==> src/rtl/fb_port_arbiter.sv <==
// fb_port_arbiter: shares the single-port framebuffer BRAM between display read-out
// (absolute priority during active video) and two round-robin pixel writers.
`default_nettype none

module fb_port_arbiter #(
   parameter int H_ACTIVE     = 1280,
   parameter int V_ACTIVE     = 720,
   parameter int ADDR_WIDTH   = 20,
   parameter int DATA_WIDTH   = 16,
   parameter int READ_LATENCY = 2
) (
   input  logic                  pixel_clk_in,
   input  logic                  rst_n_in,
   input  logic                  ad_in,
   input  logic                  nf_in,
   input  logic                  wr0_valid_in,
   input  logic [ADDR_WIDTH-1:0] wr0_addr_in,
   input  logic [DATA_WIDTH-1:0] wr0_data_in,
   output logic                  wr0_ready_out,
   input  logic                  wr1_valid_in,
   input  logic [ADDR_WIDTH-1:0] wr1_addr_in,
   input  logic [DATA_WIDTH-1:0] wr1_data_in,
   output logic                  wr1_ready_out,
   output logic                  mem_en_out,
   output logic                  mem_we_out,
   output logic [ADDR_WIDTH-1:0] mem_addr_out,
   output logic [DATA_WIDTH-1:0] mem_din_out,
   input  logic [DATA_WIDTH-1:0] mem_dout_in,
   output logic [DATA_WIDTH-1:0] pixel_out,
   output logic                  pixel_valid_out,
   output logic [15:0]           wr_stall_count_out,
   output logic                  addr_err_out
);

   localparam int                    FB_SIZE   = H_ACTIVE * V_ACTIVE;
   localparam logic [ADDR_WIDTH-1:0] LAST_ADDR = ADDR_WIDTH'(FB_SIZE - 1);
   localparam int                    VLD_LEN   = READ_LATENCY + 2;

   typedef enum logic [0:0] {
      WAIT_SYNC = 1'b0,
      RUN       = 1'b1
   } state_t;

   state_t                  state_q, state_d;
   logic [ADDR_WIDTH-1:0]   disp_addr_q, disp_addr_d;
   logic                    last1_q, last1_d;
   logic [15:0]             stall_cnt_q, stall_cnt_d;
   logic [15:0]             stall_out_q, stall_out_d;
   logic                    addr_err_q, addr_err_d;
   logic                    mem_en_q, mem_en_d;
   logic                    mem_we_q, mem_we_d;
   logic [ADDR_WIDTH-1:0]   mem_addr_q, mem_addr_d;
   logic [DATA_WIDTH-1:0]   mem_din_q, mem_din_d;
   logic [VLD_LEN-1:0]      vld_q, vld_d;
   logic [DATA_WIDTH-1:0]   pixel_q, pixel_d;

   logic                    disp_rd;
   logic [ADDR_WIDTH-1:0]   rd_addr;
   logic                    sel1;
   logic                    rdy0, rdy1;
   logic                    xfer0, xfer1;
   logic [ADDR_WIDTH-1:0]   wr_addr;
   logic [DATA_WIDTH-1:0]   wr_data;
   logic                    wr_in_range;
   logic                    wr_issue;
   logic                    stall;

   // Arbitration: port 1 wins only when port 0 is idle or port 0 was served last.
   always_comb begin
      disp_rd     = (state_q == RUN) && ad_in;
      rd_addr     = nf_in ? '0 : disp_addr_q;
      sel1        = wr1_valid_in && (!wr0_valid_in || !last1_q);
      rdy0        = rst_n_in && !disp_rd && !sel1;
      rdy1        = rst_n_in && !disp_rd && sel1;
      xfer0       = rdy0 && wr0_valid_in;
      xfer1       = rdy1 && wr1_valid_in;
      wr_addr     = xfer1 ? wr1_addr_in : wr0_addr_in;
      wr_data     = xfer1 ? wr1_data_in : wr0_data_in;
      wr_in_range = (wr_addr <= LAST_ADDR);
      wr_issue    = (xfer0 || xfer1) && wr_in_range;
      stall       = (wr0_valid_in && !rdy0) || (wr1_valid_in && !rdy1);
   end

   always_comb begin
      state_d     = state_q;
      disp_addr_d = disp_addr_q;
      last1_d     = last1_q;
      stall_cnt_d = stall_cnt_q;
      stall_out_d = stall_out_q;
      addr_err_d  = addr_err_q;
      mem_en_d    = 1'b0;
      mem_we_d    = 1'b0;
      mem_addr_d  = mem_addr_q;
      mem_din_d   = mem_din_q;
      vld_d       = {vld_q[VLD_LEN-2:0], disp_rd};
      pixel_d     = vld_q[READ_LATENCY] ? mem_dout_in : pixel_q;

      if (state_q == WAIT_SYNC && nf_in) begin
         state_d = RUN;
      end

      if (disp_rd) begin
         disp_addr_d = (rd_addr == LAST_ADDR) ? '0 : rd_addr + ADDR_WIDTH'(1);
      end else if (nf_in) begin
         disp_addr_d = '0;
      end

      if (xfer1) begin
         last1_d = 1'b1;
      end else if (xfer0) begin
         last1_d = 1'b0;
      end

      if (nf_in) begin
         stall_out_d = stall_cnt_q;
         stall_cnt_d = '0;
      end else if (stall && stall_cnt_q != 16'hFFFF) begin
         stall_cnt_d = stall_cnt_q + 16'd1;
      end

      if ((xfer0 || xfer1) && !wr_in_range) begin
         addr_err_d = 1'b1;
      end

      if (disp_rd) begin
         mem_en_d   = 1'b1;
         mem_addr_d = rd_addr;
      end else if (wr_issue) begin
         mem_en_d   = 1'b1;
         mem_we_d   = 1'b1;
         mem_addr_d = wr_addr;
         mem_din_d  = wr_data;
      end
   end

   always_ff @(posedge pixel_clk_in or negedge rst_n_in) begin
      if (!rst_n_in) begin
         state_q     <= WAIT_SYNC;
         disp_addr_q <= '0;
         last1_q     <= 1'b1;
         stall_cnt_q <= '0;
         stall_out_q <= '0;
         addr_err_q  <= 1'b0;
         mem_en_q    <= 1'b0;
         mem_we_q    <= 1'b0;
         mem_addr_q  <= '0;
         mem_din_q   <= '0;
         vld_q       <= '0;
         pixel_q     <= '0;
      end else begin
         state_q     <= state_d;
         disp_addr_q <= disp_addr_d;
         last1_q     <= last1_d;
         stall_cnt_q <= stall_cnt_d;
         stall_out_q <= stall_out_d;
         addr_err_q  <= addr_err_d;
         mem_en_q    <= mem_en_d;
         mem_we_q    <= mem_we_d;
         mem_addr_q  <= mem_addr_d;
         mem_din_q   <= mem_din_d;
         vld_q       <= vld_d;
         pixel_q     <= pixel_d;
      end
   end

   assign wr0_ready_out      = rdy0;
   assign wr1_ready_out      = rdy1;
   assign mem_en_out         = mem_en_q;
   assign mem_we_out         = mem_we_q;
   assign mem_addr_out       = mem_addr_q;
   assign mem_din_out        = mem_din_q;
   assign pixel_out          = pixel_q;
   assign pixel_valid_out    = vld_q[VLD_LEN-1];
   assign wr_stall_count_out = stall_out_q;
   assign addr_err_out       = addr_err_q;

endmodule

`default_nettype wire

==> config.mk <==
export PLATFORM = sky130hd
export DESIGN_NAME = fb_port_arbiter
export DESIGN_NICKNAME = d
export VERILOG_FILES = /design/src/rtl/fb_port_arbiter.sv
export SDC_FILE = /design/constraint.sdc
export NUM_CORES = 1
export LEC_CHECK = 0
export ABC_CLOCK_PERIOD_IN_PS = 4000
export BUFFER_PORTS_ARGS = -buffer_cell sky130_fd_sc_hd__buf_2
export CORE_MARGIN = 8
export CORE_UTILIZATION = 32
export CTS_BUF_LIST = sky130_fd_sc_hd__clkbuf_16
export CTS_CLUSTER_DIAMETER = 200
export CTS_CLUSTER_SIZE = 28
export DETAILED_ROUTE_END_ITERATION = 8
export SLEW_MARGIN = 5
export SYNTH_ARGS = -nofsm -noshare
export SYNTH_HDL_FRONTEND = slang
export SYNTH_SLANG_ARGS = --single-unit
export TNS_END_PERCENT = 1
==> constraint.sdc <==
create_clock -name pixel_clk_in -period 4 [get_ports pixel_clk_in]
set_input_delay 0.2 -clock pixel_clk_in [delete_from_list [all_inputs] [get_ports pixel_clk_in]]
set_output_delay 0.2 -clock pixel_clk_in [all_outputs]
set_load 0.01 [all_outputs]
==> results of run 1 <==
power breakdown:
| group | internal [W] | leakage (nW) | switching, W |
|---|---|---|---|
| combinational | 0.000182 | 1.58 | 0.000233 |
| clock | 0.000897 | 0.273 | 0.000507 |
| sequential | 0.00124 | 1.45 | 0.0000579 |
cells in the mapped netlist, types with 7 or more instances:
cell type and n:
dfrtp_1 112, nand2_1 78, nor2_1 52, mux2_2 32, a21oi_1 22, a221o_1 19, clkbuf_1 18, a31oi_1 16
o21ai_0 13, mux2i_1 10, nor3_1 10, xor2_1 10, nand4_1 9, xnor2_1 9, and3_1 7, inv_1 7
nand3_1 7, nor2b_1 7
how the worst min path moves through the flow:
stage / start / end / slack [ps] / cells after the start
after floorplan: rst_n_in / addr_err_out$_DFFE_PN0P_ / -100 / 0
after global placement: vld_q[1]$_DFF_PN0_ / vld_q[2]$_DFF_PN0_ / 340 / 0
after detailed placement: vld_q[1]$_DFF_PN0_ / vld_q[2]$_DFF_PN0_ / 340 / 0
after CTS: mem_dout_in[5] / pixel_out[5]$_DFFE_PN0P_ / 7 / 2
after global routing: mem_dout_in[11] / pixel_out[11]$_DFFE_PN0P_ / 7 / 2
final: mem_dout_in[7] / pixel_out[7]$_DFFE_PN0P_ / 30 / 2
cell type report:
cell class,instances,area share [%]
flip-flops and latches,113,41.24
clock inverters,15,1.842
repair buffers,175,13.13
multi-input cells,357,33.07
clock buffers,17,6.202
well taps,220,4.013
inverters,9,0.4925
state kept, by name, summed over array words and instances (netlist names):
signal and flops:
addr_err_out 1, disp_addr_q 20, last1_q 1, mem_addr_out 20
mem_din_out 16, mem_en_out 1, mem_we_out 1, pixel_out 16
stall_cnt_q 16, state_q 1, vld_q 4, wr_stall_count_out 16
metal layers:
metal | vias up | global-route usage, %
met5 | - | 0
met4 | 0 | 4.272
met3 | 14 | 4.424
met2 | 95 | 24.82
met1 | 2234 | 17.76
li1 | 2145 | -
stage by stage:
step / hold slack [ps] / setup WS, ps / cells / total power, W
after floorplan: -95.59 / 1957 / 509 / 0.001519
after global placement: 340.1 / 1171 / 873 / 0.001727
after detailed placement: 340.2 / 1107 / 873 / 0.001741
after CTS: 7.432 / 1117 / 906 / 0.003164
after global routing: 7.487 / 900.8 / 906 / 0.003261
final: 27.77 / 1089 / 906 / 0.003120
logic make-up after synthesis:
family | after synthesis | share of synthesized area [%]
buf+inv | 39 | 3.391
mux | 42 | 8.727
flops | 113 | 53.62
xor+xnor | 19 | 3.154
fa+ha+maj | 2 | 0.4742
simple gates | 204 | 18.73
compound gates | 90 | 11.90
==> reports/metrics.cfg, run 1 <==
[critical_path]
critPathRequiredTime_ps=4280
crit_path_max_fanout=35
cp_top_family=buffers and inverters
startpoint_type=input port
r2r_slack_ps=1110
arrival_ps=3190
cpMostUsedCell=buf_4
endpoint_kind=flip-flop
timing.rr.start=state_q$_DFFE_PN0P_
path_cells=dlygate4sd3_1, buf_4, a21boi_1, or3b_2, a2bb2oi_1, buf_4, inv_2, nor2_1, buf_4, a221o_1
crit_path_max_incr_delay_ps=530
cp-endpoint=mem_addr_out[9]$_DFFE_PN0P_
worstSetupPathDepth=10
crit_type=in2reg
r2r_end=mem_addr_out[9]$_DFFE_PN0P_
critPathBufInv=5
worst-r2r-cell-count=8
cpMaxStageDelayCell=dlygate4sd3_1
startpoint=rst_n_in

[synthesis]
yosys.area.top_type=dfrtp_1
syn_inst=509
avgSynthCellArea_um2=10.37
synthArstFlopShare_pct=100.0
synth_area_um2=5276
synth_seq_area_share_pct=53.62
synth_top_area_share_pct=53.12
synth_cell_type_count=53
syn-num-nets=605
ys_dominant_reg_cell=dfrtp_1
synth_edf_count=0
synthTopCellsByArea=dfrtp_1 53%, mux2_2 6.8%, nand2_1 5.5%
ys_ff_latch=113
ys_warn_count=0

[clock_network]
clk_latency_ps=400
cts_buffers=17
cts_resized=0
cts.sinks=113
cts_tree=done
ctsHoldBuffers=1
clock_path_buffers=2
postCtsSetupBuffers=0
htree_num_levels=4
clk_pin_slew_ps=50
cts_root_buf=clkbuf_16

[floorplan]
core_area_um2=16350
io_pins=168
start_util_pct=32.27
die_h_um=144.4
die_area_um2=20850
die_x_um=144.4
rows=47

[routing]
vias=4488
routedWlPerCell_um=16.66
first_pass_iters=5
wl_met3_um=711
vias_per_cell=4.954
wl_met1_um=6390
wl_um=15090
dr_wl_met2_um=7767
drc=0
drt_iter0_drc=295
maxUsedRoutingLayer=met4
antenna_left=0

[timing]
fin_crit_sh_pct=72.78
fmax_ghz=0.3435
hold_viol_final=0
slew_headroom_pct=27.87
rsz0062_at_grt=no
worstMarginPinSlew_ps=1078
finalSetupTns_ps=0
fin_skew_ps=7.175
drv_slew=0
setup_violations=0
period_needed_ps=2911

[worst_hold_path]
hold_path.class=in2reg

[placed_design]
place_congestion=0.9427
numPortBuffers=167
dpl-instance-area_um2=6297
dp_hpwl_um=11390

[global_route]
grt_max_degree=65
antenna_found_initial=0
gr-total-overflow=0
grt_use_total_pct=14.71
grt_pass1_vias=4609
grt_first_pass_wirelength_um=23840

[finish]
regArea_um2=2829
layout_commonest_cell=buf_2
drive_above_1_share_pct=35.57
finish.instance_area_um2=6859
n_antenna_cell=0
mostFrequentLayoutCells=166 x buf_2, 112 x dfrtp_1, 78 x nand2_1
fillers=1654
utilization_pct=41.96
synthToLayoutAreaGrowth_pct=30.00
finalNetCount=769
multi_input_area_um2=2268

[power_and_ir_drop]
power.density_nw_per_um2=454.9
vdd_ir_drop_max_v=0.0002780
leakagePower_nw=3.307

[status]
status=finished clean

[run]
drv_cap=0

(Power assumes the default switching activity.)
==> inputs of run 2 (changes only) <==
Settings changed: ABC_CLOCK_PERIOD_IN_PS 4000 to 2900.
Clock period 4 ns to 2.9 ns, I/O delays scaled along.
==> run 2 against run 1 <==
- critical path depth decreased by 2
- clock-buffer cell count is the same
- non-clock buffer count increased by 51
- critical endpoint is now mem_din_out[6]$_DFFE_PN0P_
- routed wire length grew 4.2%
- register-to-register slack got worse by 880 ps
- global-route usage is 0.68 points higher
- sequential power increased by 38%
- clock power is 44% higher
- sequential share of layout area fell by 2.9 points
- total power rose by 45%
==> reports/metrics.cfg, run 2 (synthesis results as in run 1) <==
[finish]
mostFrequentLayoutCells=166 x buf_2, 112 x dfrtp_1, 78 x nand2_1  ; unchanged
layout_commonest_cell=buf_2  ; unchanged
finalNetCount=820  ; was 769
fillers=1565  ; was 1654
n_antenna_cell=0  ; unchanged
drive_above_1_share_pct=33.83  ; was 35.57%
synthToLayoutAreaGrowth_pct=39.89  ; was 30.00%

[power_and_ir_drop]
vdd_ir_drop_max_v=0.0003998  ; was 0.0002780 V
leakagePower_nw=3.517  ; was 3.307 nW
power.density_nw_per_um2=611.4  ; was 454.9 nW/um2

[timing]
fin_crit_sh_pct=92.02
setup_violations=0  ; unchanged
rsz0062_at_grt=no  ; unchanged
slew_headroom_pct=36.13  ; was 27.87%
worstMarginPinSlew_ps=954.5  ; was 1078 ps
setup_ws_ps=231.3  ; was 1089 ps
fin_skew_ps=8.754  ; was 7.175 ps
finalSetupTns_ps=0  ; unchanged
drv_slew=0  ; unchanged
hold_viol_final=0  ; unchanged
fmax_ghz=0.3747
period_needed_ps=2669

[worst_hold_path]
hold_path.class=in2reg  ; unchanged

[placed_design]
place_ws_ps=508.5  ; was 1107 ps
place_congestion=0.8492  ; was 0.9427
dp_hpwl_um=11230  ; was 11390 um
numPortBuffers=167  ; unchanged

[routing]
first_pass_iters=6  ; was 5
antenna_left=0  ; unchanged
drc=0  ; unchanged
vias=4768  ; was 4488
wl_um=15720  ; was 15090 um
drt_iter0_drc=282  ; was 295
routedWlPerCell_um=16.44  ; was 16.66 um
vias_per_cell=4.987  ; was 4.954

[global_route]
grt_first_pass_wirelength_um=25020  ; was 23840 um
antenna_found_initial=1  ; was 0
grt_max_degree=65  ; unchanged
grt_use_total_pct=15.39  ; was 14.71%
gr-total-overflow=0  ; unchanged
grt_pass1_vias=4814  ; was 4609

[status]
status=finished clean  ; unchanged

[clock_network]
clock_path_buffers=2  ; unchanged
htree_num_levels=4  ; unchanged
cts_tree=done  ; unchanged
cts.sinks=113  ; unchanged
clk_pin_slew_ps=50  ; about the same
postCtsSetupBuffers=0  ; unchanged
cts_buffers=17  ; unchanged
cts_root_buf=clkbuf_16  ; unchanged
clk_latency_ps=410  ; was 400 ps

[critical_path]
startpoint_type=flip-flop  ; was input port
arrival_ps=3010  ; was 3190 ps
endpoint_kind=flip-flop  ; unchanged
crit_type=reg2reg  ; was in2reg
crit_path_max_fanout=34  ; was 35
critPathRequiredTime_ps=3240  ; was 4280 ps

[floorplan]
start_util_pct=32.27  ; unchanged
die_h_um=144.4  ; unchanged
io_pins=168  ; unchanged
rows=47  ; unchanged
core_area_um2=16350  ; unchanged
die_x_um=144.4  ; unchanged
die_area_um2=20850  ; unchanged

[run]
drv_cap=0  ; unchanged

==> run 2: changes by cell type in the layout (fill, tap and decap cells not counted) <==
cell | before | now
clkinv_4 | 2 | 1
dlygate4sd3_1 | 1 | 48
clkinvlp_4 | 1 | 2
buf_4 | 8 | 12
clkinv_1 | 6 | 5
bufinv_16 | 2 | 3
inv_1 | 8 | 7
==> run 2: layer usage <==
layer	up-vias	GRT usage, %	share of wire [%]
met5	-	0	0.076
met4	2	6.134	2.6
met3	32	4.754	5.7
met2	134	25.46	52
met1	2351	18.30	40
li1	2249	-	-
==> run 2: where the power goes <==
part	internal, W	switching (W)	total [W]
Combinational	0.000349	0.000347	0.000696
Clock	0.00132	0.000702	0.00202
Sequential	0.00172	0.0000779	0.00179
Total	0.00339	0.00113	0.00451
==> run 2: final cells by class <==
type                            instances  area [um2]  share of cell area [%]
Clock buffer                           17       425.4                   5.764
Clock inverter                         14       147.6                   2.000
Inverter                                9       33.78                  0.4577
Multi-Input combinational cell        357        2268                   30.73
Sequential cell                       113        2829                   38.33
Tap cell                              220       275.3                   3.729
Timing Repair Buffer                  226        1401                   18.99
==> run 2: through the flow <==
stage	hold WS, ps	cells	util [%]	power (W)	instance area, um2
after floorplan	-150.6	509	-	0.002095	5276
after global placement	307.1	877	38.70	0.002387	6327
after detailed placement	321.7	877	38.70	0.002403	6327
after CTS	6.509	956	45.15	0.004566	7381
after global routing	24.95	956	45.15	0.004717	7381
final	26.63	956	45.15	0.004513	7381
==> run 2: final timing paths <==
| path | from | to | slack (ps) | depth (start not counted) |
|---|---|---|---|---|
| worst min register to register | vld_q[0]$_DFF_PN0_ | vld_q[1]$_DFF_PN0_ | 350 | 0 |
| worst min-delay path | wr0_data_in[2] | mem_din_out[2]$_DFFE_PN0P_ | 30 | 3 |
| worst max register to register | state_q$_DFFE_PN0P_ | mem_din_out[6]$_DFFE_PN0P_ | 230 | 8 |
| min in group asynchronous | rst_n_in | stall_cnt_q[2]$_DFFE_PN0P_ | 410 | 3 |
| max in group asynchronous | rst_n_in | disp_addr_q[10]$_DFF_PN0_ | 1210 | 4 |
| worst max-delay path | state_q$_DFFE_PN0P_ | mem_din_out[6]$_DFFE_PN0P_ | 230 | 8 |
==> run 2: what timing repair did <==
action                                 4_1_cts  5_1_grt
resized for setup                            0        0
endpoints found under the hold margin       81        0
hold buffers                                48        0
==> run 2: critical path, stage by stage, from the launching register on <==
cell and delay [ps]:
dfrtp_1 420, a21boi_1 280, or3b_2 500, a2bb2oi_1 170, inv_2 80, buf_4 310, nor2_1 70, a31oi_1 180
dlygate4sd3_1 600
